==> src/rtl/rf_pkg.sv <==
// Shared sizes and types for the register file and its write-back scoreboard.
package rf_pkg;

  localparam int unsigned REG_NUM = 32;
  localparam int unsigned REG_AW  = 5;
  localparam int unsigned DATA_W  = 32;
  localparam int unsigned SB_CW   = 2;

  typedef logic [REG_AW-1:0] reg_addr_t;
  typedef logic [DATA_W-1:0] data_t;
  typedef logic [SB_CW-1:0]  sb_cnt_t;

  // Saturation value of a per-register outstanding-write counter.
  localparam sb_cnt_t SbCntMax = '1;

  // True when a write-back hits a non-zero destination equal to the read address.
  function automatic logic fwd_hit(input logic wr_en, input reg_addr_t wr_addr,
                                   input reg_addr_t rd_addr);
    return wr_en && (wr_addr != '0) && (rd_addr == wr_addr);
  endfunction

endpackage

==> src/rtl/regfile_if.sv <==
// Register file bus: write-back port, two read ports and scoreboard controls.
// master drives addresses/data/controls; slave (the register file) answers.
interface regfile_if;
  import rf_pkg::*;

  reg_addr_t i_RF_reg_RegAddrW;
  data_t     i_RF_reg_RegDataW;
  logic      i_RF_reg_RegWrite;
  reg_addr_t i_RF_rd_AddrA;
  reg_addr_t i_RF_rd_AddrB;
  logic      i_RF_sb_Set;
  reg_addr_t i_RF_sb_SetAddr;
  logic      i_RF_sb_Flush;
  data_t     o_RF_rd_DataA;
  data_t     o_RF_rd_DataB;
  logic      o_RF_sb_BusyA;
  logic      o_RF_sb_BusyB;
  logic      o_RF_sb_Overflow;

  modport master (
    output i_RF_reg_RegAddrW, i_RF_reg_RegDataW, i_RF_reg_RegWrite,
    output i_RF_rd_AddrA, i_RF_rd_AddrB,
    output i_RF_sb_Set, i_RF_sb_SetAddr, i_RF_sb_Flush,
    input  o_RF_rd_DataA, o_RF_rd_DataB,
    input  o_RF_sb_BusyA, o_RF_sb_BusyB, o_RF_sb_Overflow
  );

  modport slave (
    input  i_RF_reg_RegAddrW, i_RF_reg_RegDataW, i_RF_reg_RegWrite,
    input  i_RF_rd_AddrA, i_RF_rd_AddrB,
    input  i_RF_sb_Set, i_RF_sb_SetAddr, i_RF_sb_Flush,
    output o_RF_rd_DataA, o_RF_rd_DataB,
    output o_RF_sb_BusyA, o_RF_sb_BusyB, o_RF_sb_Overflow
  );

endinterface

==> src/rtl/regfile_sb.sv <==
// Write-back scoreboard: a saturating 2-bit outstanding-write counter per register,
// Busy flags for both read addresses and a sticky overflow flag.
// Optional feature: define REGFILE_BYPASS_EN so a register whose last outstanding write
// is being written back this cycle no longer reads as busy.
module regfile_sb
  import rf_pkg::*;
(
  input  logic      clk,
  input  logic      nrst,
  input  logic      set,
  input  reg_addr_t set_addr,
  input  logic      flush,
  input  logic      wb_en,
  input  reg_addr_t wb_addr,
  input  reg_addr_t addr_a,
  input  reg_addr_t addr_b,
  output logic      busy_a,
  output logic      busy_b,
  output logic      overflow
);

  sb_cnt_t cnt_q [REG_NUM];
  sb_cnt_t cnt_d [REG_NUM];
  logic    ovf_q, ovf_d;
  logic    inc [REG_NUM];
  logic    dec [REG_NUM];

  // Decode issue and write-back per register; register 0 never counts issues.
  always_comb begin
    for (int r = 0; r < REG_NUM; r++) begin
      inc[r] = set && (r != 0) && (set_addr == reg_addr_t'(r));
      dec[r] = wb_en && (wb_addr == reg_addr_t'(r));
    end
  end

  // Next counter values: flush wins, issue+retire cancel, saturate high, clamp at zero.
  always_comb begin
    ovf_d = ovf_q;
    for (int r = 0; r < REG_NUM; r++) begin
      cnt_d[r] = cnt_q[r];
      if (flush) begin
        cnt_d[r] = '0;
      end else if (inc[r] && !dec[r]) begin
        if (cnt_q[r] == SbCntMax) begin
          ovf_d = 1'b1;
        end else begin
          cnt_d[r] = cnt_q[r] + sb_cnt_t'(1);
        end
      end else if (dec[r] && !inc[r] && (cnt_q[r] != '0)) begin
        cnt_d[r] = cnt_q[r] - sb_cnt_t'(1);
      end
    end
  end

  // Counter and sticky overflow state.
  always_ff @(posedge clk or negedge nrst) begin
    if (!nrst) begin
      for (int r = 0; r < REG_NUM; r++) begin
        cnt_q[r] <= '0;
      end
      ovf_q <= 1'b0;
    end else begin
      for (int r = 0; r < REG_NUM; r++) begin
        cnt_q[r] <= cnt_d[r];
      end
      ovf_q <= ovf_d;
    end
  end

  // Busy flags from the pre-edge counters, optionally hiding a retiring last write.
  always_comb begin
    busy_a = (addr_a != '0) && (cnt_q[addr_a] != '0);
    busy_b = (addr_b != '0) && (cnt_q[addr_b] != '0);
`ifdef REGFILE_BYPASS_EN
    if (fwd_hit(wb_en, wb_addr, addr_a) && (cnt_q[addr_a] == sb_cnt_t'(1))) begin
      busy_a = 1'b0;
    end
    if (fwd_hit(wb_en, wb_addr, addr_b) && (cnt_q[addr_b] == sb_cnt_t'(1))) begin
      busy_b = 1'b0;
    end
`endif
  end

  assign overflow = ovf_q;

endmodule

==> src/rtl/regfile.sv <==
// 32 x 32-bit register file with two combinational read ports, one write-back port
// and an outstanding-write scoreboard (regfile_sb). Register 0 is hard-wired to zero.
// Optional feature: define REGFILE_BYPASS_EN for write-through forwarding of the
// write-back data onto a read port addressing the same register.
module regfile
  import rf_pkg::*;
(
  input logic       clk,
  input logic       nrst,
  regfile_if.slave  bus
);

  data_t regs_q [REG_NUM];
  data_t rd_a, rd_b;

  // Register storage; entry 0 is reset and never written so it always reads zero.
  always_ff @(posedge clk or negedge nrst) begin
    if (!nrst) begin
      for (int r = 0; r < REG_NUM; r++) begin
        regs_q[r] <= '0;
      end
    end else if (bus.i_RF_reg_RegWrite && (bus.i_RF_reg_RegAddrW != '0)) begin
      regs_q[bus.i_RF_reg_RegAddrW] <= bus.i_RF_reg_RegDataW;
    end
  end

  // Read muxes; forwarding is suppressed during reset so outputs read zero.
  always_comb begin
    rd_a = regs_q[bus.i_RF_rd_AddrA];
    rd_b = regs_q[bus.i_RF_rd_AddrB];
`ifdef REGFILE_BYPASS_EN
    if (nrst && fwd_hit(bus.i_RF_reg_RegWrite, bus.i_RF_reg_RegAddrW, bus.i_RF_rd_AddrA)) begin
      rd_a = bus.i_RF_reg_RegDataW;
    end
    if (nrst && fwd_hit(bus.i_RF_reg_RegWrite, bus.i_RF_reg_RegAddrW, bus.i_RF_rd_AddrB)) begin
      rd_b = bus.i_RF_reg_RegDataW;
    end
`endif
  end

  assign bus.o_RF_rd_DataA = rd_a;
  assign bus.o_RF_rd_DataB = rd_b;

  regfile_sb u_sb (
    .clk      (clk),
    .nrst     (nrst),
    .set      (bus.i_RF_sb_Set),
    .set_addr (bus.i_RF_sb_SetAddr),
    .flush    (bus.i_RF_sb_Flush),
    .wb_en    (bus.i_RF_reg_RegWrite),
    .wb_addr  (bus.i_RF_reg_RegAddrW),
    .addr_a   (bus.i_RF_rd_AddrA),
    .addr_b   (bus.i_RF_rd_AddrB),
    .busy_a   (bus.o_RF_sb_BusyA),
    .busy_b   (bus.o_RF_sb_BusyB),
    .overflow (bus.o_RF_sb_Overflow)
  );

endmodule

==> src/flat_wrapper.sv <==
// flat-port wrapper written by rule: the top's interface ports become plain ports
module regfile_flat import rf_pkg::*;
  (clk, nrst, bus_i_RF_reg_RegAddrW, bus_i_RF_reg_RegDataW, bus_i_RF_reg_RegWrite, bus_i_RF_rd_AddrA, bus_i_RF_rd_AddrB, bus_i_RF_sb_Set, bus_i_RF_sb_SetAddr, bus_i_RF_sb_Flush, bus_o_RF_rd_DataA, bus_o_RF_rd_DataB, bus_o_RF_sb_BusyA, bus_o_RF_sb_BusyB, bus_o_RF_sb_Overflow);
  regfile_if bus_i ();
  input logic clk;
  input logic nrst;
  input wire logic [$bits(bus_i.i_RF_reg_RegAddrW)-1:0] bus_i_RF_reg_RegAddrW;
  input wire logic [$bits(bus_i.i_RF_reg_RegDataW)-1:0] bus_i_RF_reg_RegDataW;
  input wire logic [$bits(bus_i.i_RF_reg_RegWrite)-1:0] bus_i_RF_reg_RegWrite;
  input wire logic [$bits(bus_i.i_RF_rd_AddrA)-1:0] bus_i_RF_rd_AddrA;
  input wire logic [$bits(bus_i.i_RF_rd_AddrB)-1:0] bus_i_RF_rd_AddrB;
  input wire logic [$bits(bus_i.i_RF_sb_Set)-1:0] bus_i_RF_sb_Set;
  input wire logic [$bits(bus_i.i_RF_sb_SetAddr)-1:0] bus_i_RF_sb_SetAddr;
  input wire logic [$bits(bus_i.i_RF_sb_Flush)-1:0] bus_i_RF_sb_Flush;
  output wire logic [$bits(bus_i.o_RF_rd_DataA)-1:0] bus_o_RF_rd_DataA;
  output wire logic [$bits(bus_i.o_RF_rd_DataB)-1:0] bus_o_RF_rd_DataB;
  output wire logic [$bits(bus_i.o_RF_sb_BusyA)-1:0] bus_o_RF_sb_BusyA;
  output wire logic [$bits(bus_i.o_RF_sb_BusyB)-1:0] bus_o_RF_sb_BusyB;
  output wire logic [$bits(bus_i.o_RF_sb_Overflow)-1:0] bus_o_RF_sb_Overflow;
  assign bus_i.i_RF_reg_RegAddrW = bus_i_RF_reg_RegAddrW;
  assign bus_i.i_RF_reg_RegDataW = bus_i_RF_reg_RegDataW;
  assign bus_i.i_RF_reg_RegWrite = bus_i_RF_reg_RegWrite;
  assign bus_i.i_RF_rd_AddrA = bus_i_RF_rd_AddrA;
  assign bus_i.i_RF_rd_AddrB = bus_i_RF_rd_AddrB;
  assign bus_i.i_RF_sb_Set = bus_i_RF_sb_Set;
  assign bus_i.i_RF_sb_SetAddr = bus_i_RF_sb_SetAddr;
  assign bus_i.i_RF_sb_Flush = bus_i_RF_sb_Flush;
  assign bus_o_RF_rd_DataA = bus_i.o_RF_rd_DataA;
  assign bus_o_RF_rd_DataB = bus_i.o_RF_rd_DataB;
  assign bus_o_RF_sb_BusyA = bus_i.o_RF_sb_BusyA;
  assign bus_o_RF_sb_BusyB = bus_i.o_RF_sb_BusyB;
  assign bus_o_RF_sb_Overflow = bus_i.o_RF_sb_Overflow;
  regfile u_core (.clk(clk), .nrst(nrst), .bus(bus_i));
endmodule
==> config.mk <==
export PLATFORM = sky130hd
export DESIGN_NAME = regfile_flat
export DESIGN_NICKNAME = d
export VERILOG_FILES = /design/src/rtl/rf_pkg.sv /design/src/rtl/regfile_if.sv /design/src/rtl/regfile_sb.sv /design/src/rtl/regfile.sv /design/src/flat_wrapper.sv
export SDC_FILE = /design/constraint.sdc
export NUM_CORES = 2
export LEC_CHECK = 0
export ABC_CLOCK_PERIOD_IN_PS = 3500
export CAP_MARGIN = 20
export CORE_ASPECT_RATIO = 0.8
export CORE_MARGIN = 4
export CORE_UTILIZATION = 55
export CTS_BUF_LIST = sky130_fd_sc_hd__clkbuf_8
export DETAILED_ROUTE_END_ITERATION = 12
export PLACE_DENSITY_LB_ADDON = 0.12
export RECOVER_POWER = 50
export SLEW_MARGIN = 25
export SYNTH_ARGS = -nofsm -noshare
export SYNTH_HDL_FRONTEND = slang
export SYNTH_HIERARCHICAL = 1
export SYNTH_SLANG_ARGS = --single-unit
==> constraint.sdc <==
create_clock -name clk -period 3.5 [get_ports clk]
set_clock_uncertainty 0.2 [all_clocks]
set_input_delay 0.35 -clock clk [delete_from_list [all_inputs] [get_ports clk]]
set_output_delay 0.35 -clock clk [all_outputs]
set_load 0.005 [all_outputs]
* Word level (Yosys, flattened, before mapping)
Index checks and enable logic that the tools add are counted.
** Cells by class
- $add $sub $neg :: 63
- $lt $le $gt $ge :: 4
- Eq/ne operators :: 124
- Mux-type cells :: 234
- Bitwise logic cells :: 3
- Reductions and logical operators :: 324
** Operators by type and width (count)
- 1024-bit bitwise mux :: 1
- 32-bit binary-select mux with 5-bit select :: 2
- 2-bit two-way mux :: 130
- 1-bit logical AND :: 161
- 32-bit demux with 5-bit select :: 1
- 5-bit == test (second input constant) :: 32
- 32-bit two-way mux :: 5
- 1-bit two-way mux :: 93
- 3-bit != test (second input constant) :: 31
- 3-bit nonzero test :: 31
- 5-bit by 4-bit == test with 1-bit output (second input constant) :: 16
- 2-bit nonzero test :: 35
- 2-bit by 1-bit subtractor with 2-bit output (second input constant) :: 32
- 2-bit by 1-bit adder with 2-bit output (second input constant) :: 31
- 2-bit == test (second input constant) :: 31
- 1-bit logical NOT :: 62
- 2-bit AND reduction :: 31
- 5-bit by 3-bit == test with 1-bit output (second input constant) :: 8
- 2-bit binary-select mux with 5-bit select :: 2
- 5-bit by 2-bit == test with 1-bit output (second input constant) :: 4
- 6-bit >= comparator (second input constant) :: 3
- 5-bit inverter with 6-bit output :: 3
- 5-bit nonzero test :: 3
- 5-bit by 1-bit == test with 1-bit output (second input constant) :: 2
- other kinds (2) :: 2
** Word-level totals
- Bits in registers :: 1089
- Input port bits :: 57
- Output and inout bits :: 67
- Word-level logic and storage cells :: 817

* Logic depth before layout (Yosys ltp)
- Depth in word-level cells :: 96
- Depth in mapped cells :: 8
- Mapped depth without buffers :: 6

* Hierarchy
Netlist, hierarchy kept.
** Modules (own cells, without submodules)
- regfile :: times used 1, cells an instance 4601, area an instance 55942.4 µm², sequential area each 25624.6 µm²
- regfile_sb :: times used 1, cells an instance 667, area an instance 5042.3 µm², sequential area each 1576.5 µm²

* Worst setup path before layout
OpenSTA, ideal clock, no wires.
- Kind :: input to register
- From :: in bus_i_RF_reg_RegAddrW[2]
- To :: reg u_core.u_sb.ovf_q (netlist: u_core/u_sb/overflow)
- Library setup time :: 0.139 ns
- Arrival :: 2.102 ns
- Required time :: 3.161 ns
- Slack :: 1.059 ns
- Stages :: 7
- Path buffers :: 1
- Cell sequence :: buf_2 > or4b_4 > o21ai_2 > o22ai_1 > nor4_2 > a41oi_1 > or4_1
** Between the ends
- Word-level cells in the longest chain between the ends :: 96
- Elaborated cells on any way between the ends :: 216
- Classes of those cells :: eq/ne (31); mux (92); reduce/logical (93)
** RTL lines
- start, declared :: RTL line flat_wrapper.sv:7 : input wire logic [$bits(bus_i.i_RF_reg_RegAddrW)-1:0] bus_i_RF_reg_RegAddrW;
- 5-bit by 1-bit == test with 1-bit output :: RTL line regfile_sb.sv:32 : dec[r] = wb_en && (wb_addr == reg_addr_t'(r));
- 1-bit logical AND :: RTL line regfile_sb.sv:32
- 1-bit logical NOT :: RTL line regfile_sb.sv:43 : end else if (inc[r] && !dec[r]) begin
- 1-bit logical AND :: RTL line regfile_sb.sv:43
- 1-bit two-way mux :: RTL line regfile_sb.sv:43
- 1-bit two-way mux :: RTL line regfile_sb.sv:41 : if (flush) begin
- 1-bit two-way mux :: RTL line regfile_sb.sv:44 : if (cnt_q[r] == SbCntMax) begin
- 1-bit two-way mux :: RTL line regfile_sb.sv:43
- (+81 left out)
- 1-bit two-way mux :: RTL line regfile_sb.sv:41
- 1-bit two-way mux :: RTL line regfile_sb.sv:44
- 1-bit two-way mux :: RTL line regfile_sb.sv:43
- 1-bit two-way mux :: RTL line regfile_sb.sv:41
- 1-bit two-way mux :: RTL line regfile_sb.sv:44
- 1-bit two-way mux :: RTL line regfile_sb.sv:43
- 1-bit two-way mux * :: RTL line regfile_sb.sv:41
- net u_core.u_sb.ovf_d :: RTL line regfile_sb.sv:24 : logic ovf_q, ovf_d;
- end signal, assigned :: RTL line regfile_sb.sv:66 : ovf_q <= ovf_d;
- end, declared :: RTL line regfile_sb.sv:24
Mark *: on every way through the listed nets, which the timed path passes. The rest lies on a longest branch.
A chain may end at the register's enable or synchronous reset.

* Worst setup path in the final report
- From :: in bus_i_RF_rd_AddrB[2]
- To :: out bus_o_RF_rd_DataB[27]
** Between the ends
- Word-level cells in the longest chain between the ends :: 4
** RTL lines
- start, declared :: RTL line flat_wrapper.sv:11 : input wire logic [$bits(bus_i.i_RF_rd_AddrB)-1:0] bus_i_RF_rd_AddrB;
- 5-bit inverter with 6-bit output (not written as such) :: RTL line regfile.sv:30 : rd_b = regs_q[bus.i_RF_rd_AddrB];
- 32-bit binary-select mux with 5-bit select :: RTL line regfile.sv:30
- 32-bit two-way mux (not written as such) (2 in series) :: RTL line regfile.sv:30
- end, declared :: RTL line flat_wrapper.sv:16 : output wire logic [$bits(bus_i.o_RF_rd_DataB)-1:0] bus_o_RF_rd_DataB;
Every way passes these cells. The select of a mux whose other input is x is not followed.

==> run metrics <==
Initial Util 55.8%; Hold Fails Final Rpt 0; Initial DRT Pass Iterations 6; layout cells sized above 1 31.8%; status finished with violations; Detailed Place HPWL 123000 um; Worst-Margin Slew 2.72 ns; Rel. slew slack -81.7%; peak supply drop 0.365 mV; Main synth FF type dfrtp_1; die width 380 um; Cells after DPL 6724; unrepaired setup endpoints after global routing false; Cells after Synth 5268; DRC 0; failing checks max-capacitance violations, max-slew violations; Non-Filler Instances 7098; final slew viol count 13; Critical Path AT 2.93 ns; core box area 0.109 mm^2; critical path type in -> out; Root Driver clkbuf_8; CP endpoint kind primary output; GPL Wtd Cong 0.956; top cell type's share of synthesized area 44.6%; gr usage total 32.7%; synthesized cell area 0.0610 mm^2; Cell variety after synth 65; final wirelength 194000 um; Worst EP required 2.95 ns; clk slew on worst S/H paths 0.06 ns; DR iter-0 viols 4703; # IOs 124; Switching Share 29.9%; flops & latches, synth 1087; Wirelength per Cell 27.4 um; H-tree Lvls 4; clock buffer count from CTS 177; synth top area cells dfrtp_1, mux2_2, mux2i_1, a21oi_1, a22oi_1; maximum operating frequency 0.287 GHz; grt ovf 0; DIE AREA 0.116 mm^2; via count 45.6k; CP startpoint kind input port; max cap viols 1; internal power 24.9 mW; height of the die 306 um; largest net degree at the start of global routing 117; Hold Path Class reg -> reg; Clock power frac 32.5%; Sink Count 1087; synthesis-to-finish area growth 15.1%; register area share after synthesis 44.6%; first-pass GRT wire length 291000 um; CTS tree built; Avg Inst Size Synth 11.6 um^2; I/O Buffers 123; vias in the first global route 45.2k; largest area contributor in the netlist dfrtp_1; clock buffer depth 3; sequential group share of total power 46.6%; post-layout net count 5579; Worst-Skew Late Latency 0.90 ns; power per cell area 506 mW/mm^2; Final period util 99.5%; Comb power frac 21.0%; Final Setup Violations 0; ys async rst share 100%; Pwr Total 35.5 mW; Post-synth EDFFs 0; row count 108; Switching Power 10.6 mW; antenna-violating nets left 0; initial antenna violation count 10; vias per cell 6.42; Crit Path Max Fanout 16; Pleak 33.0 nW; Mapped Nets 5325; YS warnings 6; Final Critical Period 3.48 ns
==> cells by family (layout without fill, tap and decap cells) <==
logic type / count (synthesis) / after routing / synth area share [%]
AO/OA/AOI/OAI: 816 / 816 / 8.65
buffers and inverters: 513 / 909 / 4.40
flip-flops: 1087 / 1087 / 44.6
multiplexers: 2035 / 2035 / 35.7
other: 0 / 4 / 0
AND/OR/NAND/NOR: 817 / 817 / 6.65
==> cell type report <==
| cell class | count | area (um^2) |
|---|---|---|
| Clock inverter | 91 | 519 |
| Antenna cell | 4 | 10.0 |
| Fill cell | 8671 | 39100 |
| Inverter | 7 | 26.3 |
| Timing Repair Buffer | 581 | 6040 |
| Sequential cell | 1087 | 27200 |
| Multi-Input combinational cell | 3668 | 31400 |
| Clock buffer | 230 | 3170 |
| Tap cell | 1430 | 1790 |
==> path summary, 6_finish.rpt <==
| check | startpoint | end | slack [ns] | depth (start not counted) |
|---|---|---|---|---|
| setup reg to reg | u_core/u_sb/cnt_q[1]$_DFFE_PN0P_ | u_core/u_sb/overflow$_DFF_PN0_ | 0.91 | 7 |
| min in group asynchronous | nrst | u_core/regs_q[979]$_DFFE_PN0P_ | 1.70 | 3 |
| max in group asynchronous | nrst | u_core/regs_q[599]$_DFFE_PN0P_ | 0.22 | 3 |
| hold / removal | u_core/regs_q[1005]$_DFFE_PN0P_ | u_core/regs_q[1005]$_DFFE_PN0P_ | 0.20 | 0 |
| hold reg to reg | u_core/regs_q[1005]$_DFFE_PN0P_ | u_core/regs_q[1005]$_DFFE_PN0P_ | 0.20 | 0 |
| setup / recovery | bus_i_RF_rd_AddrB[2] | bus_o_RF_rd_DataB[27] | 0.02 | 10 |
==> sequential cells by signal, summed over array words and instances, names as in the netlist <==
signal	flops
u_core/regs_q	1024
u_core/u_sb/cnt_q	62
u_core/u_sb/overflow	1
==> timing repair <==
| action | 4_1_cts | 5_1_grt |
|---|---|---|
| resized for setup | 22 | 35 |
| hold endpoints to repair | 1365 | 558 |
| buffers inserted | 13 | 7 |
| cloned | 0 | 1 |
| hold buffers | 10 | 18 |
| setup endpoints to repair | 33 | 27 |
| pin swaps | 2 | 4 |
==> placed cells by master (no fill, tap or decap), types with 8 or more instances in the layout <==
master,n
nor2_1,98
nand2_2,17
mux4_2,12
clkdlybuf4s50_1,85
a22o_1,128
a22oi_1,192
o21ai_0,61
dfrtp_1,1082
buf_2,27
dlygate4sd3_1,27
a211oi_1,14
clkbuf_8,230
nand2b_1,18
clkinv_2,14
mux2i_1,1019
a21o_1,12
mux2_2,960
buf_12,112
nand3_1,201
a21oi_1,311
a31oi_1,57
nor2_4,19
nor3_2,13
nand2_1,251
a31oi_2,8
inv_1,69
buf_4,305
and2_1,18
mux2_1,39
nor3_1,84
nand4b_1,11
nand3_2,9
nand3b_1,11
==> through the flow <==
step | setup WS, ns | util, % | TNS, ns | instance area (um^2) | hold slack (ns)
6_report | 0.0174 | 64.2 | 0 | 70200 | 0.203
5_1_grt | 0.00218 | 64.2 | 0 | 70200 | 0.214
4_1_cts | -0.211 | 64.0 | -0.211 | 69900 | 0.0166
3_5_place_dp | -0.147 | 60.3 | -1.04 | 66000 | 0.136
3_3_place_gp | -0.193 | 60.4 | -1.52 | 66000 | 0.150
2_1_floorplan | 1.06 | - | 0 | 61000 | -0.146
==> Yosys cell counts (4+ instances only) <==
master,instances
o211ai_1,6
buf_4,65
a22oi_1,192
a211oi_1,14
o21ai_0,61
buf_2,115
nor4bb_1,5
and2_1,20
nand3b_1,11
mux2_2,960
mux4_2,12
nand4b_1,11
buf_6,49
o22ai_1,6
a21o_1,12
nor3_1,97
buf_1,26
a31oi_1,66
a21oi_1,312
a22o_1,128
and4b_1,4
mux2_1,39
nand2b_1,22
nor2_1,104
nor2_4,17
clkbuf_1,251
inv_1,7
nor2b_1,11
mux2i_1,1024
nand3_1,210
nand4_1,4
dfrtp_1,1087
or2_2,5
nand2_1,268
==> power by group through the flow <==
stage | Combinational, mW | Sequential (mW) | Clock, mW
2_1_floorplan | 5.05 | 16.2 | 0
3_5_place_dp | 7.32 | 16.7 | 0
3_3_place_gp | 7.21 | 16.5 | 0
4_1_cts | 7.38 | 16.5 | 11.7
6_report | 7.44 | 16.5 | 11.5
5_1_grt | 8.04 | 16.8 | 12.3
==> worst max-delay path: stages <==
cell and delay [ns]:
clkdlybuf4s50_1 0.45, buf_4 0.17, and2_4 0.29, buf_4 0.19, buf_12 0.18, buf_12 0.19, a21oi_1 0.10, a31oi_2 0.29
nand3_1 0.18, clkdlybuf4s50_1 0.51
==> routing by layer <==
layer	GRT usage (%)	share of wire, %	wire [um]	vias to the layer above
li1	-	-	-	19994
met4	11.2	3.1	5960	6
met2	49.6	45	86500	1929
met3	7.83	8.3	16100	355
met5	0	0.021	41	-
met1	46.2	44	85600	23290
(Power assumes the default switching activity.)
